$ cat src/rtl/fetch_stage_if.sv
// Fetch-stage bus: instruction-memory address/data, redirect request and the
// IF/ID valid/ready handshake towards decode.
interface fetch_stage_if #(
    parameter int N     = 24,
    parameter int CNT_W = 16
);
    logic [N-1:0]     pc_addr;
    logic [N-1:0]     instr_in;
    logic             redirect_valid;
    logic [N-1:0]     redirect_addr;
    logic             dec_ready;
    logic             dec_valid;
    logic [N-1:0]     dec_instr;
    logic [N-1:0]     dec_pc;
    logic             halted;
    logic [CNT_W-1:0] fetch_count;

    modport master (
        output pc_addr, dec_valid, dec_instr, dec_pc, halted, fetch_count,
        input  instr_in, redirect_valid, redirect_addr, dec_ready
    );

    modport slave (
        input  pc_addr, dec_valid, dec_instr, dec_pc, halted, fetch_count,
        output instr_in, redirect_valid, redirect_addr, dec_ready
    );
endinterface

$ cat src/rtl/fetch_stage.sv
// Instruction fetch stage: owns the PC, captures memory data into the IF/ID
// register under valid/ready, handles redirects, halt and a fetch counter.
module fetch_stage #(
    parameter int           N          = 24,
    parameter int           MEM_DEPTH  = 1024,
    parameter logic [N-1:0] RESET_PC   = '0,
    parameter logic [N-1:0] HALT_INSTR = 24'hFFFFFF,
    parameter int           CNT_W      = 16
) (
    input logic          clk,
    input logic          reset,
    fetch_stage_if.master bus
);

    typedef enum logic [1:0] {BOOT, RUN, HALT} state_t;

    state_t           state, state_nxt;
    logic [N-1:0]     pc_p0, pc_p0_nxt;
    logic [N-1:0]     instr_p1, instr_p1_nxt;
    logic [N-1:0]     pc_p1, pc_p1_nxt;
    logic             vld_p1, vld_p1_nxt;
    logic [CNT_W-1:0] cnt_p1, cnt_p1_nxt;
    logic             acc;
    logic             redir;

    function automatic logic [N-1:0] pc_incr(input logic [N-1:0] pc);
        return (pc == N'(MEM_DEPTH - 1)) ? '0 : pc + N'(1);
    endfunction

    function automatic logic [N-1:0] wrap_addr(input logic [N-1:0] a);
        return a % N'(MEM_DEPTH);
    endfunction

    function automatic logic [CNT_W-1:0] sat_incr(input logic [CNT_W-1:0] c);
        return (&c) ? c : c + CNT_W'(1);
    endfunction

    assign acc   = (state == RUN) && (!vld_p1 || bus.dec_ready) && !bus.redirect_valid;
    assign redir = bus.redirect_valid && (state != BOOT);

    always_comb begin
        state_nxt    = state;
        pc_p0_nxt    = pc_p0;
        instr_p1_nxt = instr_p1;
        pc_p1_nxt    = pc_p1;
        vld_p1_nxt   = vld_p1;
        cnt_p1_nxt   = cnt_p1;

        // Decode may drain the IF/ID entry while no refill is possible.
        if (state != RUN && vld_p1 && bus.dec_ready)
            vld_p1_nxt = 1'b0;

        case (state)
            BOOT: state_nxt = RUN;
            RUN: begin
                if (acc) begin
                    instr_p1_nxt = bus.instr_in;
                    pc_p1_nxt    = pc_p0;
                    vld_p1_nxt   = 1'b1;
                    cnt_p1_nxt   = sat_incr(cnt_p1);
                    if (bus.instr_in == HALT_INSTR)
                        state_nxt = HALT;
                    else
                        pc_p0_nxt = pc_incr(pc_p0);
                end
            end
            HALT: state_nxt = HALT;
            default: state_nxt = BOOT;
        endcase

        // Redirect wins over everything and flushes IF/ID, even mid-handshake.
        if (redir) begin
            pc_p0_nxt  = wrap_addr(bus.redirect_addr);
            vld_p1_nxt = 1'b0;
            state_nxt  = RUN;
        end
    end

    // p0: program counter / p1: IF/ID register
    always_ff @(posedge clk or posedge reset) begin
        if (reset) begin
            state    <= BOOT;
            pc_p0    <= RESET_PC;
            instr_p1 <= '0;
            pc_p1    <= '0;
            vld_p1   <= 1'b0;
            cnt_p1   <= '0;
        end else begin
            state    <= state_nxt;
            pc_p0    <= pc_p0_nxt;
            instr_p1 <= instr_p1_nxt;
            pc_p1    <= pc_p1_nxt;
            vld_p1   <= vld_p1_nxt;
            cnt_p1   <= cnt_p1_nxt;
        end
    end

    assign bus.pc_addr     = pc_p0;
    assign bus.dec_valid   = vld_p1;
    assign bus.dec_instr   = instr_p1;
    assign bus.dec_pc      = pc_p1;
    assign bus.halted      = (state == HALT);
    assign bus.fetch_count = cnt_p1;

endmodule

$ cat src/flat_wrapper.sv
// flat-port wrapper written by rule: the top's interface ports become plain ports
module fetch_stage_flat 
#(
    parameter int           N          = 24,
    parameter int           MEM_DEPTH  = 1024,
    parameter logic [N-1:0] RESET_PC   = '0,
    parameter logic [N-1:0] HALT_INSTR = 24'hFFFFFF,
    parameter int           CNT_W      = 16
)
  (clk, reset, bus_pc_addr, bus_dec_valid, bus_dec_instr, bus_dec_pc, bus_halted, bus_fetch_count, bus_instr_in, bus_redirect_valid, bus_redirect_addr, bus_dec_ready);
  fetch_stage_if #(.N(N), .CNT_W(CNT_W)) bus_i ();
  input logic clk;
  input logic reset;
  output wire logic [$bits(bus_i.pc_addr)-1:0] bus_pc_addr;
  output wire logic [$bits(bus_i.dec_valid)-1:0] bus_dec_valid;
  output wire logic [$bits(bus_i.dec_instr)-1:0] bus_dec_instr;
  output wire logic [$bits(bus_i.dec_pc)-1:0] bus_dec_pc;
  output wire logic [$bits(bus_i.halted)-1:0] bus_halted;
  output wire logic [$bits(bus_i.fetch_count)-1:0] bus_fetch_count;
  input wire logic [$bits(bus_i.instr_in)-1:0] bus_instr_in;
  input wire logic [$bits(bus_i.redirect_valid)-1:0] bus_redirect_valid;
  input wire logic [$bits(bus_i.redirect_addr)-1:0] bus_redirect_addr;
  input wire logic [$bits(bus_i.dec_ready)-1:0] bus_dec_ready;
  assign bus_pc_addr = bus_i.pc_addr;
  assign bus_dec_valid = bus_i.dec_valid;
  assign bus_dec_instr = bus_i.dec_instr;
  assign bus_dec_pc = bus_i.dec_pc;
  assign bus_halted = bus_i.halted;
  assign bus_fetch_count = bus_i.fetch_count;
  assign bus_i.instr_in = bus_instr_in;
  assign bus_i.redirect_valid = bus_redirect_valid;
  assign bus_i.redirect_addr = bus_redirect_addr;
  assign bus_i.dec_ready = bus_dec_ready;
  fetch_stage #(.N(N), .MEM_DEPTH(MEM_DEPTH), .RESET_PC(RESET_PC), .HALT_INSTR(HALT_INSTR), .CNT_W(CNT_W)) u_core (.clk(clk), .reset(reset), .bus(bus_i));
endmodule
$ cat config.mk
export PLATFORM = sky130hd
export DESIGN_NAME = fetch_stage_flat
export DESIGN_NICKNAME = d
export VERILOG_FILES = /design/src/rtl/fetch_stage_if.sv /design/src/rtl/fetch_stage.sv /design/src/flat_wrapper.sv
export SDC_FILE = /design/constraint.sdc
export NUM_CORES = 1
export LEC_CHECK = 0
export CAP_MARGIN = 5
export CORE_MARGIN = 2
export CORE_UTILIZATION = 40
export DETAILED_ROUTE_END_ITERATION = 16
export MAX_ROUTING_LAYER = met4
export PLACE_DENSITY = 0.68
export SYNTH_ARGS = -nofsm -noshare
export SYNTH_HDL_FRONTEND = slang
export SYNTH_SLANG_ARGS = --single-unit
export TNS_END_PERCENT = 10
$ cat constraint.sdc
create_clock -name clk -period 8.9 [get_ports clk]
set_input_delay 1.78 -clock clk [delete_from_list [all_inputs] [get_ports clk]]
set_output_delay 1.78 -clock clk [all_outputs]
set_load 0.02 [all_outputs]
# Yosys cells after proc, flatten, opt, wreduce, memory -nomap -nowiden
# Index checks and enable logic that the tools add are counted.
[op_classes]
addsub = 2
mul = 0
n_eq_ne = 8
n_div = 0
n_reduce_logical = 17
muxes = 13
n_lt_le_gt_ge = 0
bitwise = 1
n_shift = 0
[ops]
columns = ["cell", "count"]
rows = [
  ["$mux 24", 5],
  ["$add 24x1->24 const B", 1],
  ["$eq 24x10->1 const B", 1],
  ["$eq 24x24->1 const B", 1],
  ["$add 16x1->16 const B", 1],
  ["$reduce_and 16->1", 1],
  ["$mux 2", 3],
  ["$pmux 2 s3", 1],
  ["$reduce_and 3->1", 2],
  ["$reduce_bool 2->1", 3],
  ["$logic_and 1x1->1", 5],
  ["$mux 1", 4],
  ["$ne 2x1->1 const B", 2],
  ["$reduce_and 2->1", 2],
  ["$ne 3x1->1 const B", 1],
  ["$ne 3x2->1 const B", 1],
  ["$eq 2x1->1 const B", 1],
  ["$eq 2x2->1 const B", 1],
  ["$logic_not 1->1", 2],
  ["$logic_not 2->1", 1],
  ["$logic_or 1x1->1", 1],
  ["$not 1->1", 1],
]
[word_totals]
mem_count = 0
ram_bits = 0
latchBits = 0
ff_bits = 91
out_inout_bits = 90
wordCells = 47
rom_bits = 0

# Depth between registers and ports, before layout
# Gate-level depths: netlist of run 1.
[depth]
ltp_word = 7
depth_mapped = 10
depth_no_buf = 7

# Worst setup path after synthesis of run 1
# Ideal clock, no wire load.
[synth_timing]
path_kind = "input -> register"
start = "in bus_instr_in[20]"
end = "reg u_core.pc_p0[15], in the netlist u_core.bus.pc_addr[15]"
setup_ns = 0.078
arrival_ns = 3.087
t_required_ns = 8.822
slack_ns = 5.736
cell_stages = 7
n_path_buf = 2
cell_sequence = "nand4_1 > nor4_2 > a31o_1 > buf_2 > buf_2 > o21ai_0 > a21oi_1"
[synth_between]
elab_chain_len = 3
[synth_lines]
columns = ["element", "line_no", "text"]
rows = [
  ["start: declaration", "flat_wrapper.sv:20", "input wire logic [$bits(bus_i.instr_in)-1:0] bus_instr_in;"],
  ["$eq 24x24->1", "fetch_stage.sv:61", "if (bus.instr_in == HALT_INSTR)"],
  ["$ne 2x1->1 (no source line)", "n/a", ""],
  ["$reduce_and 3->1 (no source line)", "n/a", ""],
  ["end signal: assignment", "fetch_stage.sv:90", "pc_p0 <= pc_p0_nxt;"],
  ["end: declaration", "fetch_stage.sv:18", "logic [N-1:0] pc_p0, pc_p0_nxt;"],
]
# Every way passes these cells.
# A chain may end at the register's enable or synchronous reset.

# Final worst setup path of run 1
[layout_timing]
start = "in bus_instr_in[3]"
end = "reg u_core.pc_p0[19], in the netlist u_core.bus.pc_addr[19]"
# Same word-level chain as after synthesis.

==> summary.md, run 1 <==
| Metric | Value |
|---|---|
| Status | complete, no violations |
| Most frequent CP cell | a21oi_1 |
| Worst Path Max Fanout | 28 |
| Post-layout power | 1.66 mW |
| H-tree lvl count | 3 |
| Startpoint Class | input port |
| Worst skew pair latency | ~0.36 ns |
| Post-synth EDFFs | 0 |
| Synthesized Nets | 530 |
| Congestion Overflow GR | 0 |
| Setup TNS | 0 ns |
| Number of DRC markers in iteration 0 | around 190 |
| GR Util met2 | 34.7% |
| Root buf cell | clkbuf_8 |
| First drt pass iteration count | 5 |
| Detail Route Antenna Nets | 0 |
| Fin crit period | around 4.2 ns |
| Met1 GRT Util | a little over a quarter |
| Synth unique cells | 49 |
| Die span in x | approximately 110 um |
| RSZ-0062 raised after global routing | false |
| Avg Cell Area, Syn | a little over 9 um2 |
| Post-CTS setup buffer count | 0 |
| Cell row count | 38 |
| Final Wtd Congestion | around 0.83 |
| WHS | approximately 0.48 ns |
| Cells after Synth | 473 |
| GRT Total Usage | 20.9% |
| CTS resizes | 0 |
| Antenna violations before repair | 0 |
| Hold_buf cts | 0 |
| Post-synth ARST share | 100% |
| Hpwl dp | roughly 8000 um |
| Fin util | a little under three fifths |
| Pins Over Slew Limit | 0 |
| Rel. slew slack | between 30% and 40% |
| DRT Wirelength | around 12000 um |
| Period Utilization, post-route | between 40% and 50% |
| CP arrival | ~4.5 ns |
| Crit path kind | in2reg |
| #FFs+latches synth | just over 90 |
| Die Y | ~110 um |
| Met3 GRT Util | roughly 3.8% |
| Slowest cell on the critical path | a31o_1 |
| Clock sink total | between 90 and 100 |
| DR vias/cell | 5.36 |
| Starting Density | 40.6% |
| Synth Flop Type | dfrtp_1 |
| Worst-margin pin slew | just over 1 ns |
| Hold Vio Cnt, Final | 0 |
| Worst Slack Setup Final | roughly 4.7 ns |
| Fin nets | 650 |
| Critical path, cell by cell | clkdlybuf4s50_1, nand4_1, nor4_2, a31o_1, a21oi_1, a21oi_1 |
| Worst Path Required | between 9 and 10 ns |
| Fill cells | about 1000 |
| Vias after detailed routing | 3953 |
| Io pins | 142 |
| Largest net degree at the start of global routing | just over 80 |
| Register area share after synthesis | between 50% and 60% |
| Drt wl/cell | about 16 um |
| Max clock buf depth | 2 |
| DP Worst Slack | about 4.3 ns |
| Vias in the first global route | 3753 |
| CTS clk-pin slew, worst paths | 0.09 ns |
| Register-to-register setup slack | between 5 and 6 ns |
| Area Growth Syn to Fin | 36.9% |
| CTS tree | built |
| Inserted Clock Buffers | 9 |
| Max incr delay on CP | approximately 0.87 ns |
| Full die area | approximately 12000 um2 |
| P per Cell Area | about 280 nW/um2 |
| Worst VDD drop | 183 uV |
| Total of max-cap violations | 0 |
| Core Region | roughly 11000 um2 |
| Global-route wire length before repair | roughly 19000 um |
| Max Clock Skew | between 0.01 and 0.015 ns |
| Busiest layer in global routing | met2 |
| Drt drc | 0 |
| Hold WC Path Type | reg2reg |
| Synth Warn # | 0 |
| Buffers on Ports | 127 |
| Leakage | ~2.6 nW |
| Critical path capture point type | flip-flop |
| Antenna diodes | 0 |
| Layout cells sized above 1 | 5.02% |
| Fmax | between 200 and 250 MHz |
| Syn Std Cell Area | approximately 4300 um2 |
| Final setup fails | 0 |
cell families (layout without fill, tap and decap cells):
| logic type | after synthesis | count (layout) | synth area share [%] |
|---|---|---|---|
| buffers and inverters | 35 | 160 | 3.32 |
| flip-flops | 91 | 91 | 52.5 |
| XOR/XNOR | 17 | 17 | 3.43 |
| multiplexers | 4 | 4 | 0.952 |
| adder cells (fa/ha/maj) | 5 | 5 | 1.44 |
| AND/OR/NAND/NOR | 260 | 260 | 28.0 |
| AO/OA/AOI/OAI | 61 | 61 | 10.4 |
flip-flops by register name, summed over array words and instances (netlist names):
signal	cells
u_core.bus.dec_instr	24
u_core.bus.dec_pc	24
u_core.bus.dec_valid	1
u_core.bus.fetch_count	16
u_core.bus.pc_addr	24
u_core.state	2
worst max-delay path: cells and delay by family:
| kind | cells | cell delay [ns] |
|---|---|---|
| compound gates | 3 | 1.28 |
| buf+inv | 1 | 0.49 |
| simple gates | 2 | 0.92 |
stage by stage:
step                std cells  instance area, um2
floorplan                 473                4340
global placement          722                5720
detailed placement        722                5720
CTS                       738                5940
global route              738                5940
finish                    738                5940
final cells by class:
type / count / area [um2] / share of cell area, %
flip-flops and latches: 91 / 2280 / 38.3
multi-input cells: 347 / 1920 / 32.4
repair buffers: 130 / 1290 / 21.8
well taps: 140 / 175 / 2.95
clock buffers: 10 / 128 / 2.15
clock inverters: 6 / 88.8 / 1.50
inverters: 14 / 55.1 / 0.927
cells in the final DEF (no fill, tap or decap), types with 3 or more instances in the layout:
master,count
a32oi_1,3
nor2_1,15
dfrtp_1,91
nor3_1,9
a31oi_1,13
nand2_1,157
and2_1,5
mux2i_1,3
a41oi_1,3
clkbuf_8,9
nand4_1,13
o31ai_1,3
a22oi_1,5
nor2b_1,3
and3_1,4
nand3_1,22
o22ai_1,3
or4_1,5
buf_4,3
clkdlybuf4s50_1,127
or3_1,3
xnor2_1,10
o21ai_0,11
inv_1,13
and4_1,8
ha_1,5
a21oi_1,10
xor2_1,7
per-layer routing:
metal / wire length [um] / vias to the layer above / part of all wire, %
li1: - / 1874 / -
met1: 5170 / 1946 / 45
met2: 5680 / 119 / 49
met3: 523 / 14 / 4.5
met4: 132 / 0 / 1.1
met5: 0 / - / 0
path summary, 6_finish.rpt:
check | start | end | cells after the start
worst max-delay path | bus_instr_in[3] | u_core.bus.pc_addr[19] | 6
worst min-delay path | u_core.bus.dec_instr[10] | u_core.bus.dec_instr[10] | 2
worst max register to register | u_core.state[1] | u_core.bus.pc_addr[17] | 7
worst min register to register | u_core.bus.dec_instr[10] | u_core.bus.dec_instr[10] | 2
max in group asynchronous | reset | u_core.bus.dec_instr[10] | 3
min in group asynchronous | reset | u_core.bus.dec_pc[7] | 2
synth_stat cells, types with 2 or more instances:
| cell type | instances | share of area, % |
|---|---|---|
| nand3_1 | 22 | 2.5 |
| a21oi_1 | 10 | 1.2 |
| or4_1 | 5 | 0.87 |
| a22oi_1 | 5 | 0.87 |
| buf_2 | 7 | 0.81 |
| xor2_1 | 7 | 1.4 |
| nor4_1 | 2 | 0.29 |
| nor2b_1 | 3 | 0.43 |
| nand3b_1 | 2 | 0.35 |
| inv_1 | 14 | 1.2 |
| a41oi_1 | 3 | 0.61 |
| clkbuf_1 | 9 | 0.78 |
| nand2b_1 | 2 | 0.29 |
| a32oi_1 | 3 | 0.61 |
| nor2_1 | 15 | 1.3 |
| and3_1 | 4 | 0.58 |
| ha_1 | 5 | 1.4 |
| nand4b_1 | 2 | 0.40 |
| buf_1 | 4 | 0.35 |
| or3_1 | 3 | 0.43 |
| nand4_1 | 13 | 1.9 |
| xnor2_1 | 10 | 2.0 |
| nor4_2 | 2 | 0.58 |
| a31oi_1 | 13 | 1.9 |
| mux2i_1 | 3 | 0.69 |
| nor3_1 | 9 | 1.0 |
| o22ai_1 | 3 | 0.43 |
| nand2_1 | 158 | 14 |
| dfrtp_1 | 91 | 52 |
| and2_1 | 6 | 0.87 |
| o31ai_1 | 3 | 0.52 |
| and4_1 | 8 | 1.6 |
| o21ai_0 | 11 | 1.3 |
where the power goes:
group	internal [mW]	switching (mW)	total, mW	leakage [nW]
sequential	0.526	0.106	0.632	1.17
combinational	0.310	0.412	0.722	1.35
clock	0.159	0.148	0.307	0.103
total	0.995	0.666	1.66	2.63
No activity file was read; power rests on OpenSTA's default activity.
==> run 2, diff against run 1 <==
--- a/config.mk
+++ b/config.mk
@@ -10,7 +10,7 @@
 export CORE_UTILIZATION = 40
 export DETAILED_ROUTE_END_ITERATION = 16
 export MAX_ROUTING_LAYER = met4
-export PLACE_DENSITY = 0.68
+export PLACE_DENSITY = 0.71
 export SYNTH_ARGS = -nofsm -noshare
 export SYNTH_HDL_FRONTEND = slang
 export SYNTH_SLANG_ARGS = --single-unit
==> constraint.sdc (replaced) <==
create_clock -name clk -period 3.4 [get_ports clk]
set_input_delay 0.68 -clock clk [delete_from_list [all_inputs] [get_ports clk]]
set_output_delay 0.68 -clock clk [all_outputs]
set_load 0.02 [all_outputs]
==> summary.md, run 2 (synthesis gave the netlist of run 1 again) <==
| Metric | Value |
|---|---|
| Worst Path Max Fanout | 20 |
| First drt pass iteration count | 5 |
| Total of max-cap violations | 0 |
| Antenna violations before repair | 0 |
| DR vias/cell | 5.32 |
| Final setup fails | 0 |
| CTS resizes | 0 |
| CTS clk-pin slew, worst paths | around 0.090 ns |
| Vias in the first global route | 3827 |
| Vias after detailed routing | about 4000 |
| Hold_buf cts | 0 |
| Top delay family on crit path | simple AND/OR/NAND/NOR gates |
| Rel. slew slack | between 50% and 60% |
| Leading cell type in the layout, fill and taps excluded | nand2_1 |
| Hpwl dp | between 8000 and 9000 um |
| Period Utilization, post-route | 75.4% |
| Layout cells sized above 1 | 6.12% |
| RSZ-0062 raised after global routing | false |
| Hold Vio Cnt, Final | 0 |
| R2R cell count | 6 |
| Drt drc | 0 |
| Cell row count | 38 |
| Root buf cell | clkbuf_8 |
| DP Worst Slack | ~0.43 ns |
| Worst-margin pin slew | just under 0.7 ns |
| Worst skew pair latency | 0.37 ns |
| Commonest cells after routing, fill and taps aside | 157 x nand2_1, 127 x clkdlybuf4s50_1, 91 x dfrtp_1 |
| Cell count after placement | approximately 730 |
| GRT Total Usage | 21.8% |
| Fin crit period | ~2.6 ns |
| Core Region | 10700 um2 |
| Hold WC Path Type | reg2reg |
| Register-to-register setup slack | 1.03 ns |
| Congestion Overflow GR | 0 |
| Die span in x | 108 um |
| Max clock buf depth | 2 |
| Worst reg2reg path endpoint | u_core.bus.pc_addr[19] |
| Fin cells | about 750 |
| Antenna diodes | 0 |
| Full die area | between 10000 and 15000 um2 |
| Fmax | about 400 MHz |
| Max incr delay on CP | 0.64 ns |
| CP Launch Point | bus_instr_in[0] |
| Post-CTS setup buffer count | 0 |
| CTS tree | built |
| Inserted Clock Buffers | 9 |
| Number of DRC markers in iteration 0 | 230 |
| Area Growth Syn to Fin | 38.4% |
| H-tree lvl count | 3 |
| Leakage | approximately 2.7 nW |
| CP arrival | around 2.8 ns |
| Drt wl/cell | roughly 16 um |
| Status | complete, no violations |
| Buffers on Ports | 127 |
| Setup TNS | 0 ns |
| Worst Hold Path EP | u_core.bus.dec_pc[11] |
| Worst Slack Setup Final | roughly 0.84 ns |
| Clock sink total | a little over 90 |
| P per Cell Area | around 730 nW/um2 |
| Pins Over Slew Limit | 0 |
| Largest net degree at the start of global routing | 47 |
| Max Clock Skew | 0.0102 ns |
| Startpoint Class | input port |
| Fin nets | between 600 and 700 |
| Hold path startpoint | u_core.bus.dec_pc[11] |
| Register area | between 2000 and 2500 um2 |
| Final Wtd Congestion | 0.840 |
| Critical path, cell by cell | clkdlybuf4s50_1, nand4_1, nor4_2, a2111oi_4, buf_4, a41oi_1, a31oi_1 |
| Detail Route Antenna Nets | 0 |
| Hold depth | 2 |
| Critical path capture point type | flip-flop |
| Worst Path Required | 3.63 ns |
| Crit path kind | in2reg |
| Slowest cell on the critical path | nor4_2 |
| Starting Density | approximately 41% |
| Post-layout power | about 4.4 mW |
| Area of the multi-input gates | around 1900 um2 |
| Die Y | approximately 110 um |
| Reg-to-Reg Start | u_core.bus.pc_addr[11] |
| Worst VDD drop | between 400 and 500 uV |
| Io pins | between 100 and 150 |
| Buf/Inv on CP | 2 |
| DRT Wirelength | 11700 um |
| Fill cells | between 900 and 1000 |
| Global-route wire length before repair | about 19000 um |
## run 2: per-layer routing
layer	up-vias	track usage [%]	share of wire, %
met4	0	7.42	1.5
li1	1899	-	-
met2	140	33.9	48
met1	1907	29.0	44
met5	-	-	0
met3	18	3.74	6.4
## run 2: worst max path at each step
stage | to | slack [ns] | cells after the start
after CTS | u_core.bus.pc_addr[12] | 0.82 | 7
after detailed placement | u_core.bus.pc_addr[12] | 0.43 | 7
final | u_core.bus.pc_addr[12] | 0.84 | 7
after floorplan | u_core.bus.dec_instr[0] | 0.36 | 1
after global placement | u_core.bus.pc_addr[12] | 0.50 | 7
after global routing | u_core.bus.pc_addr[12] | 0.72 | 7
## run 2: worst register-to-register path: cells and delay by family (launching register included)
kind | cells | cell delay [ns]
AOI/OAI and AO/OA | 2 | 0.40
buffers and inverters | 1 | 0.31
DFF | 1 | 0.48
and+or+nand+nor | 3 | 1.07
## run 2: power by group
group	switching (mW)	internal (mW)	total, mW
logic	1.10	0.839	1.94
registers	0.279	1.38	1.66
clock network	0.396	0.417	0.813
## run 2: final cells by class
class / count / area share (%)
Sequential cell: 91 / 37.9
Clock inverter: 6 / 1.46
Clock buffer: 10 / 2.13
Timing Repair Buffer: 137 / 22.6
Multi-Input combinational cell: 347 / 32.0
Inverter: 14 / 0.917
Tap cell: 140 / 2.92
## run 2: stage by stage
step	area, um2	util (%)	hold slack (ns)
after floorplan	4340	-	0.526
after global placement	5790	54.1	0.459
after detailed placement	5790	54.1	0.462
after CTS	6000	56.1	0.485
after global routing	6000	56.1	0.510
final	6000	56.1	0.476
==> run 3, diff against run 2 <==
--- a/config.mk
+++ b/config.mk
@@ -10,7 +10,7 @@
 export CORE_UTILIZATION = 40
 export DETAILED_ROUTE_END_ITERATION = 16
 export MAX_ROUTING_LAYER = met4
-export PLACE_DENSITY = 0.71
+export PLACE_DENSITY = 0.68
 export SYNTH_ARGS = -nofsm -noshare
 export SYNTH_HDL_FRONTEND = slang
 export SYNTH_SLANG_ARGS = --single-unit
==> constraint.sdc (replaced) <==
create_clock -name clk -period 2.4 [get_ports clk]
set_input_delay 0.48 -clock clk [delete_from_list [all_inputs] [get_ports clk]]
set_output_delay 0.48 -clock clk [all_outputs]
set_load 0.02 [all_outputs]
==> summary.md, run 3 (synthesis gave the netlist of run 1 again) <==
| Metric | Value |
|---|---|
| Worst Path Required | ~2.6 ns |
| Worst-margin pin slew | ~0.65 ns |
| Inserted Clock Buffers | 9 |
| Sw Ratio | around two fifths |
| Full die area | between 10000 and 15000 um2 |
| Setup TNS | 0 ns |
| Max incr delay on CP | around 0.50 ns |
| Die span in x | around 110 um |
| H-tree lvl count | 3 |
| Vias after detailed routing | around 4000 |
| Fin util | roughly three fifths |
| Worst skew pair latency | ~0.36 ns |
| R2R cell count | 6 |
| Cell row count | 38 |
| Int Power | roughly 4.0 mW |
| Reg-to-Reg Start | u_core.bus.pc_addr[18] |
| Critical path depth | 8 |
| Antenna violations before repair | 0 |
| Global-route wire length before repair | approximately 20000 um |
| Number of DRC markers in iteration 0 | roughly 190 |
| Top delay family on crit path | buffers and inverters |
| Worst Setup EP | u_core.bus.pc_addr[23] |
| First drt pass iteration count | 4 |
| Hold_buf cts | 0 |
| Drt wl/cell | about 15 um |
| Detail Route Antenna Nets | 0 |
| Critical path capture point type | flip-flop |
| Slowest cell on the critical path | clkdlybuf4s50_1 |
| Core Region | roughly 11000 um2 |
| GRT Total Usage | 21.7% |
| Fin cells | 771 |
| Worst Slack Setup Final | 0.162 ns |
| Buffers on Ports | between 100 and 150 |
| Antenna diodes | 0 |
| Starting Density | between 40 and 50% |
| Largest net degree at the start of global routing | 92 |
| DP Worst Slack | -0.215 ns |
| Post-layout power | between 6 and 7 mW |
| Crit path kind | in2reg |
| Commonest cells after routing, fill and taps aside | 157 x nand2_1, 127 x clkdlybuf4s50_1, 91 x dfrtp_1 |
| CP arrival | 2.47 ns |
| Hold WC Path Type | reg2reg |
| Fmax | 447 MHz |
| Leakage | 2.82 nW |
| Rel. slew slack | between 50% and 60% |
| Clk pwr share | roughly 20% |
| Final instance area | about 6300 um2 |
| Cell count after placement | 755 |
| Final Wtd Congestion | 0.911 |
| Total of max-cap violations | 0 |
| Buf/Inv on CP | 3 |
| Max Clock Skew | between 0.01 and 0.015 ns |
| Register-to-register setup slack | between 0.2 and 0.25 ns |
| Io pins | between 100 and 150 |
| Most frequent CP cell | a21oi_1 |
| WHS | 0.477 ns |
| CTS clk-pin slew, worst paths | approximately 0.09 ns |
| Period Utilization, post-route | slightly above 90% |
| Status | complete, no violations |
| Seq pwr share | 35.1% |
| Startpoint Class | input port |
| Layout cells sized above 1 | 10.1% |
| Die Y | approximately 110 um |
| Pins Over Slew Limit | 0 |
| Area Growth Syn to Fin | 44.3% |
| DRT Wirelength | between 10000 and 15000 um |
| Final setup fails | 0 |
| Hpwl dp | 8590 um |
| Fin crit period | 2.24 ns |
| CP Launch Point | bus_instr_in[3] |
| Post-Place Cell Area | roughly 6000 um2 |
| Vias in the first global route | approximately 4000 |
| Critical path, cell by cell | clkdlybuf4s50_1, nand4_1, nor4_2, buf_12, a2111oi_4, buf_4, a21oi_1, a21oi_1 |
| Root buf cell | clkbuf_8 |
| Hold depth | 2 |
| DR vias/cell | 5.21 |
| Congestion Overflow GR | 0 |
| Worst VDD drop | ~670 uV |
| P per Cell Area | 1040 nW/um2 |
| Drt drc | 0 |
| Worst Path Max Fanout | 14 |
| Leading cell type in the layout, fill and taps excluded | nand2_1 |
| Worst reg2reg path endpoint | u_core.bus.pc_addr[21] |
| Fin nets | 683 |
| Switching power | 2.55 mW |
| Hold Vio Cnt, Final | 0 |
| Max clock buf depth | 2 |
| CTS tree | built |
| Logic pwr share | approximately 45% |
| Clock sink total | between 90 and 100 |
[run 3: routing by layer]
layer | global-route usage (%) | routed length [um]
met5 | - | 0
met1 | 27.5 | 5340
met3 | 3.38 | 613
met4 | 7.05 | 167
met2 | 35.7 | 5800
[run 3: layout make-up]
class | instances | area [um2]
fillers | 943 | 4430
clock inverters | 7 | 121
well taps | 140 | 175
flip-flops and latches | 91 | 2280
clock buffers | 9 | 124
repair buffers | 163 | 1580
multi-input cells | 347 | 1930
inverters | 14 | 56.3
[run 3: power groups by stage]
stage	clock network, mW	registers, mW	logic [mW]
finish	1.28	2.29	2.95
CTS	1.31	2.29	2.97
global route	1.37	2.36	3.21
floorplan	0	2.78	1.08
detailed placement	0	2.32	2.96
global placement	0	2.30	2.90
[run 3: worst min path at each step]
stage	from	end	slack (ns)
2_1_floorplan	u_core.state[0]	u_core.state[0]	0.53
3_3_place_gp	u_core.bus.dec_instr[14]	u_core.bus.dec_instr[14]	0.46
3_5_place_dp	u_core.bus.dec_instr[4]	u_core.bus.dec_instr[4]	0.46
4_1_cts	u_core.bus.dec_pc[15]	u_core.bus.dec_pc[15]	0.49
5_1_grt	u_core.bus.dec_pc[15]	u_core.bus.dec_pc[15]	0.51
6_report	u_core.bus.dec_pc[15]	u_core.bus.dec_pc[15]	0.48
[run 3: timing repair]
action,CTS,global route
endpoints found under the setup margin,0,1
buffers inserted,0,0
gates resized for setup,0,1
[run 3: worst reg2reg max path, delay by kind of cell (launching register included)]
family          cells  cell delay, ns
simple gates        3            1.13
buf+inv             1            0.26
flops               1            0.39
compound gates      2            0.30
